`config.mk`:
```
export PLATFORM = sky130hd
export DESIGN_NAME = crack_result_collector
export DESIGN_NICKNAME = d
export VERILOG_FILES = /design/src/rtl/crack_result_collector_pkg.sv /design/src/rtl/crack_result_collector_lowest_bit_enc.sv /design/src/rtl/crack_result_collector.sv
export SDC_FILE = /design/constraint.sdc
export NUM_CORES = 1
export LEC_CHECK = 0
export ABC_AREA = 1
export BUFFER_PORTS_ARGS = -buffer_cell sky130_fd_sc_hd__buf_2
export CAP_MARGIN = 20
export CORE_MARGIN = 3
export CORE_UTILIZATION = 34
export CTS_CLUSTER_DIAMETER = 50
export DETAILED_ROUTE_END_ITERATION = 10
export GPL_TIMING_DRIVEN = 0
export HOLD_SLACK_MARGIN = 0.08
export SLEW_MARGIN = 20
export SYNTH_ARGS = -nofsm -noshare
export SYNTH_HDL_FRONTEND = slang
export SYNTH_HIERARCHICAL = 1
export SYNTH_SLANG_ARGS = --single-unit
```
`constraint.sdc`:
```
create_clock -name clk_i -period 2.9 [get_ports clk_i]
set_input_delay 0.145 -clock clk_i [delete_from_list [all_inputs] [get_ports clk_i]]
set_output_delay 0.145 -clock clk_i [all_outputs]
set_load 0.005 [all_outputs]
```
`src/rtl/crack_result_collector_pkg.sv`:
```
// Shared types and constants for the RC4 crack result collector.
// State encodings, default widths and the key-space bound shared with the cores.
package crack_result_collector_pkg;

   typedef enum logic [2:0] {
      ST_IDLE   = 3'd0,
      ST_LAUNCH = 3'd1,
      ST_RUN    = 3'd2,
      ST_FOUND  = 3'd3,
      ST_FAIL   = 3'd4
   } state_e;

   localparam int          KEY_W_DEF = 24;
   localparam int          CNT_W_DEF = 32;
   localparam logic [23:0] MAX_KEY   = 24'h3FFFFF;

endpackage

```
`src/rtl/crack_result_collector_lowest_bit_enc.sv`:
```
// Lowest-index-wins priority encoder: request vector in, {any, idx} out.
// Purely combinational; unused high bits of idx stay 0.
module lowest_bit_enc #(
   parameter int N = 4
) (
   input  logic [N-1:0] req_i,
   output logic         any_o,
   output logic [2:0]   idx_o
);

   // Scan from the top down so the lowest set bit is the last one written.
   always_comb begin
      any_o = 1'b0;
      idx_o = 3'd0;
      for (int i = N - 1; i >= 0; i--) begin
         idx_o = req_i[i] ? 3'(i) : idx_o;
         any_o = any_o | req_i[i];
      end
   end

endmodule

```
`src/rtl/crack_result_collector.sv`:
```
// Supervisor for N parallel RC4 cracking cores: launches them, latches the first
// winning key and core index, then parks every core in reset and reports status.
module crack_result_collector
   import crack_result_collector_pkg::*;
#(
   parameter int NUM_CORES = 4,
   parameter int KEY_W     = KEY_W_DEF,
   parameter int CNT_W     = CNT_W_DEF
) (
   input  logic                       clk_i,
   input  logic                       rst_i,
   input  logic                       start_i,
   input  logic [NUM_CORES-1:0]       core_found_i,
   input  logic [NUM_CORES-1:0]       core_exhausted_i,
   input  logic [NUM_CORES*KEY_W-1:0] core_key_i,
   output logic                       core_rst_o,
   output logic                       core_start_o,
   output logic [KEY_W-1:0]           key_out_o,
   output logic [2:0]                 winner_idx_o,
   output logic                       key_valid_o,
   output logic                       no_key_o,
   output logic                       busy_o,
   output logic [CNT_W-1:0]           cycles_o
);

   state_e           state_q, state_d;
   logic             launch_ph_q, launch_ph_d;
   logic             core_rst_q, core_rst_d;
   logic             core_start_q, core_start_d;
   logic [KEY_W-1:0] key_q, key_d;
   logic [2:0]       idx_q, idx_d;
   logic             key_valid_q, key_valid_d;
   logic             no_key_q, no_key_d;
   logic             busy_q, busy_d;
   logic [CNT_W-1:0] cycles_q;

   logic             any_found_s;
   logic [2:0]       win_idx_s;
   logic [KEY_W-1:0] sel_key_s;
   logic             all_exh_s;
   logic             launch_s;

   lowest_bit_enc #(
      .N (NUM_CORES)
   ) u_enc (
      .req_i (core_found_i),
      .any_o (any_found_s),
      .idx_o (win_idx_s)
   );

   assign all_exh_s = &core_exhausted_i;

   // Mux out the winning core's key slice.
   always_comb begin
      sel_key_s = '0;
      for (int i = 0; i < NUM_CORES; i++) begin
         sel_key_s = (win_idx_s == 3'(i)) ? core_key_i[i*KEY_W +: KEY_W] : sel_key_s;
      end
   end

   // Next-state and next-output logic; registered outputs mean each branch sets
   // the values seen during the cycle after the transition.
   always_comb begin
      state_d      = state_q;
      launch_ph_d  = 1'b0;
      core_rst_d   = 1'b1;
      core_start_d = 1'b0;
      key_d        = key_q;
      idx_d        = idx_q;
      key_valid_d  = 1'b0;
      no_key_d     = 1'b0;
      busy_d       = 1'b0;
      launch_s     = 1'b0;

      case (state_q)
         ST_IDLE, ST_FOUND, ST_FAIL: begin
            if (start_i) begin
               state_d  = ST_LAUNCH;
               launch_s = 1'b1;
               busy_d   = 1'b1;
               key_d    = '0;
               idx_d    = 3'd0;
            end else begin
               key_valid_d = (state_q == ST_FOUND);
               no_key_d    = (state_q == ST_FAIL);
            end
         end

         ST_LAUNCH: begin
            busy_d     = 1'b1;
            core_rst_d = 1'b0;
            if (!launch_ph_q) begin
               launch_ph_d = 1'b1;
            end else begin
               state_d      = ST_RUN;
               core_start_d = 1'b1;
            end
         end

         ST_RUN: begin
            if (any_found_s) begin
               state_d     = ST_FOUND;
               key_d       = sel_key_s;
               idx_d       = win_idx_s;
               key_valid_d = 1'b1;
            end else if (all_exh_s) begin
               state_d  = ST_FAIL;
               key_d    = '0;
               no_key_d = 1'b1;
            end else begin
               core_rst_d   = 1'b0;
               core_start_d = 1'b1;
               busy_d       = 1'b1;
            end
         end

         default: begin
            state_d = ST_IDLE;
         end
      endcase
   end

   // State and output registers.
   always_ff @(posedge clk_i or posedge rst_i) begin
      if (rst_i) begin
         state_q      <= ST_IDLE;
         launch_ph_q  <= 1'b0;
         core_rst_q   <= 1'b1;
         core_start_q <= 1'b0;
         key_q        <= '0;
         idx_q        <= 3'd0;
         key_valid_q  <= 1'b0;
         no_key_q     <= 1'b0;
         busy_q       <= 1'b0;
      end else begin
         state_q      <= state_d;
         launch_ph_q  <= launch_ph_d;
         core_rst_q   <= core_rst_d;
         core_start_q <= core_start_d;
         key_q        <= key_d;
         idx_q        <= idx_d;
         key_valid_q  <= key_valid_d;
         no_key_q     <= no_key_d;
         busy_q       <= busy_d;
      end
   end

   // Elapsed RUN clocks: cleared on launch, saturating at all-ones.
   always_ff @(posedge clk_i or posedge rst_i) begin
      if (rst_i) begin
         cycles_q <= '0;
      end else if (launch_s) begin
         cycles_q <= '0;
      end else if ((state_q == ST_RUN) && (cycles_q != '1)) begin
         cycles_q <= cycles_q + CNT_W'(1);
      end else begin
         cycles_q <= cycles_q;
      end
   end

   assign core_rst_o   = core_rst_q;
   assign core_start_o = core_start_q;
   assign key_out_o    = key_q;
   assign winner_idx_o = idx_q;
   assign key_valid_o  = key_valid_q;
   assign no_key_o     = no_key_q;
   assign busy_o       = busy_q;
   assign cycles_o     = cycles_q;

endmodule
```
==> results.toml <==
[critical_path]
worstSetupStartpointType = "register"
cp-end-kind = "register"
cp.required_ps = 3170
critPathSlowestCell = "sky130_fd_sc_hd__clkbuf_1"
cp.buffers_inverters = 1
critical-path-top-delay-family = "simple AND/OR/NAND/NOR gates"
timing.setup.critical_path_class = "register to register"
slowest_delay_ps = 440
worst_ep_arrival_time_ps = 2580
timing.critical_path.fanout_max = 10
critical_path.cell_chain = "ha_1, nand2_1, nor2_4, nand2_2, nor2_4, a21oi_2, clkbuf_1, nand4_1, nand2_1"

[sta]
timing.final.setup_violations = 0
setup_tns_ps = 0
rsz0062_at_grt = "no"
min_period_over_period_pct = 79.8
slew_headroom_pct = 61.4
final-hold-violation-count = 0
fin_worst_skew_ps = 6.20
worstMarginPinSlew_ps = 578
slew_viol_final = 0
maxClockFrequency_mhz = 432
fin_crit_ps = 2310

[yosys]
synth_compound_area_share_pct = 7.55
synth_top_cells_by_area = "sky130_fd_sc_hd__dfrtp_1 (39%), sky130_fd_sc_hd__nand2_1 (22%), sky130_fd_sc_hd__nand3_1 (10%)"
muxShareOfSynthArea_pct = 0
yosysWarningCount = 6
xor_xnor_share_of_the_synthesized_area_pct = 2.02
synthAdderAreaFrac_pct = 0.288
dominantRegCellSynth = "sky130_fd_sc_hd__dfrtp_1"
synth-seq-area-share_pct = 39.2
largest_family_of_logic_cells_by_synthesized_area = "simple AND/OR/NAND/NOR gates"
synth_area_per_cell_sq_um = 6.66
yosysMostFrequentCell = "sky130_fd_sc_hd__nand2_1"
synthCells = 652
post_synth_design_cell_area_sq_um = 4340
synth_simple_gate_area_share_pct = 44.0
synth_top_area_cell = "sky130_fd_sc_hd__dfrtp_1"
synthTopCellsByCount = "sky130_fd_sc_hd__nand2_1 (252), sky130_fd_sc_hd__nand3_1 (87), sky130_fd_sc_hd__nor2_1 (69), sky130_fd_sc_hd__dfrtp_1 (67), sky130_fd_sc_hd__inv_1 (36)"
async_flop_share_pct = 100
synth-edff-count = 0
syn_nets = 760
ys_types = 30
yosysTopAreaCellShare_pct = 38.6
ys_ff_latch = 68

[power]
power_density_nw_per_um2 = 671
vdd_drop_max_mv = 0.317
leakagePower_nw = 3.15

[detailed_routing]
drtIter0Drc = 372
post-route-drc-count = 0
num_vias = 5116
drt_pass1_iterations = 5
route.antenna.remaining_nets = 0
drt-vias-per-instance = 5.03
post_route_wl_um = 15200
routedWlPerCell_um = 15.0

[floorplanning]
start_util_pct = 35.4
floorplan.die_area_sq_um = 14200
core-area_sq_um = 12300
rows = 40
dieHeight_um = 119
boundaryPins = 171
die_width_um = 119

[clock_tree]
tritoncts = "built"
clock_tree.buffer_depth = 2
clk_pin_slew_worst_paths_ps = 60
clock_tree_sinks = 68
cts_resized = 0
clk_latency_ps = 330
ctsRootBufferMaster = "sky130_fd_sc_hd__clkbuf_16"
cts_inserted_buffers = 9
htree_num_levels = 3

[place]
place.port_buffers = 170
dp_hpwl_um = 12200
globalplace.congestion = 0.921
placement.cell_area_sq_um = 5430

[hold_path]
timing.hold.worst.class = "primary input to register"

[global_route]
initial_antenna_violation_count = 0
grt_use_total_pct = 21.7
first_pass_grt_wire_length_um = 24900
globalRoute.totalOverflow = 0
pin_count_of_the_biggest_net_entering_global_routing = 39
grt_pass1_vias = 5093

[cells_and_area]
final_design_area_no_fill_sq_um = 5860
nets = 953
area_taken_by_multi_input_logic_gates_sq_um = 2340
area_used_by_sequential_logic_in_the_layout_sq_um = 1700
syn2layout_area_growth_pct = 35.1
filler_cell_count_in_the_final_layout = 1262
antenna_cells_inserted = 0
drive_gt1_share_pct = 24.8

[flow_run]
max_cap_violations = 0

[status]
outcome = "finished clean"
-- metrics by stage --
stage	worst slack, ps	cells	power (W)	hold WS (ps)	util [%]
after floorplan	1050	652	0.00212	296	-
after global placement	139	990	0.00272	402	44.1
after detailed placement	597	991	0.00274	172	44.2
after CTS	587	1018	0.00398	82.0	47.8
after global routing	384	1018	0.00420	87.1	47.8
final	585	1018	0.00393	77.0	47.8
-- worst paths after layout --
| check | depth (start not counted) | slack (ps) | startpoint | end |
|---|---|---|---|---|
| worst max-delay path | 9 | 590 | cycles_o[0] | cycles_o[22] |
| worst min-delay path | 3 | 80 | core_key_i[88] | key_out_o[16] |
| worst max register to register | 9 | 590 | cycles_o[0] | cycles_o[22] |
| worst min register to register | 1 | 460 | launch_ph_q | launch_ph_q |
| max in group asynchronous | 4 | 2000 | rst_i | key_out_o[9] |
| min in group asynchronous | 3 | 350 | rst_i | cycles_o[5] |
-- metal layers --
metal | up-vias | share of wire [%] | track usage (%)
li1 | 2515 | - | -
met1 | 2323 | 41 | 25.0
met2 | 246 | 50 | 38.7
met3 | 32 | 6.0 | 4.56
met4 | 0 | 3.1 | 9.05
met5 | - | 0 | 0
-- report_power, final --
group | internal [W] | leakage (nW) | switching, W
combinational | 0.000494 | 2.07 | 0.000866
sequential | 0.00118 | 0.925 | 0.000176
clock | 0.000802 | 0.160 | 0.000410
total | 0.00248 | 3.15 | 0.00145
-- sequential cells by signal (all words and copies together), names as in the netlist --
name          cells
key_valid_o       1
core_rst_o        1
cycles_o         32
launch_ph_q       1
busy_o            1
state_q           3
no_key_o          1
winner_idx_o      3
core_start_o      1
key_out_o        24
-- kinds of logic (layout without fill, tap and decap cells) --
logic type / Yosys count / count (layout)
AOI/OAI and AO/OA: 52 / 52
xor gates and xnor gates: 10 / 10
adders and majority gates: 1 / 1
buffers and inverters: 71 / 269
DFF: 68 / 68
other: 1 / 1
and+or+nand+nor: 449 / 449
-- cell type report --
cell class	instances	area share, %
Buffer	30	2.41
Sequential cell	68	29.0
Timing Repair Buffer	182	16.7
Clock buffer	13	4.44
Tap cell	168	3.58
Multi-Input combinational cell	513	39.9
Inverter	41	2.69
Clock inverter	3	1.17
-- layout by cell type, fill, tap and decap left out, types with 2 or more instances in the layout --
master                          count
sky130_fd_sc_hd__dlygate4sd3_1     11
sky130_fd_sc_hd__a21oi_1            2
sky130_fd_sc_hd__dfrtp_1           67
sky130_fd_sc_hd__bufinv_16          2
sky130_fd_sc_hd__xor2_1             7
sky130_fd_sc_hd__clkbuf_16          9
sky130_fd_sc_hd__xnor2_1            3
sky130_fd_sc_hd__o21ai_0           24
sky130_fd_sc_hd__nor2_4             2
sky130_fd_sc_hd__clkbuf_1          21
sky130_fd_sc_hd__buf_1              3
sky130_fd_sc_hd__nor2_1            69
sky130_fd_sc_hd__clkinv_1           2
sky130_fd_sc_hd__inv_2              2
sky130_fd_sc_hd__inv_1             35
sky130_fd_sc_hd__a21oi_2            2
sky130_fd_sc_hd__nand4_1           29
sky130_fd_sc_hd__nand2_1          252
sky130_fd_sc_hd__clkbuf_8           2
sky130_fd_sc_hd__nand3_1           87
sky130_fd_sc_hd__buf_2            175
sky130_fd_sc_hd__or2_2              5
sky130_fd_sc_hd__o211ai_1          24
sky130_fd_sc_hd__nand2_2            2
-- worst min-delay path, cell delays in order --
cell,delay [ps]
sky130_fd_sc_hd__buf_2,70
sky130_fd_sc_hd__o211ai_1,90
sky130_fd_sc_hd__nand2_1,60
-- repair_timing --
item                                   CTS  global route
endpoints found under the hold margin   39             0
setup buffers                            0             0
hold buffers                            11             0
Note: power is estimated with default switching activity, not from simulation.
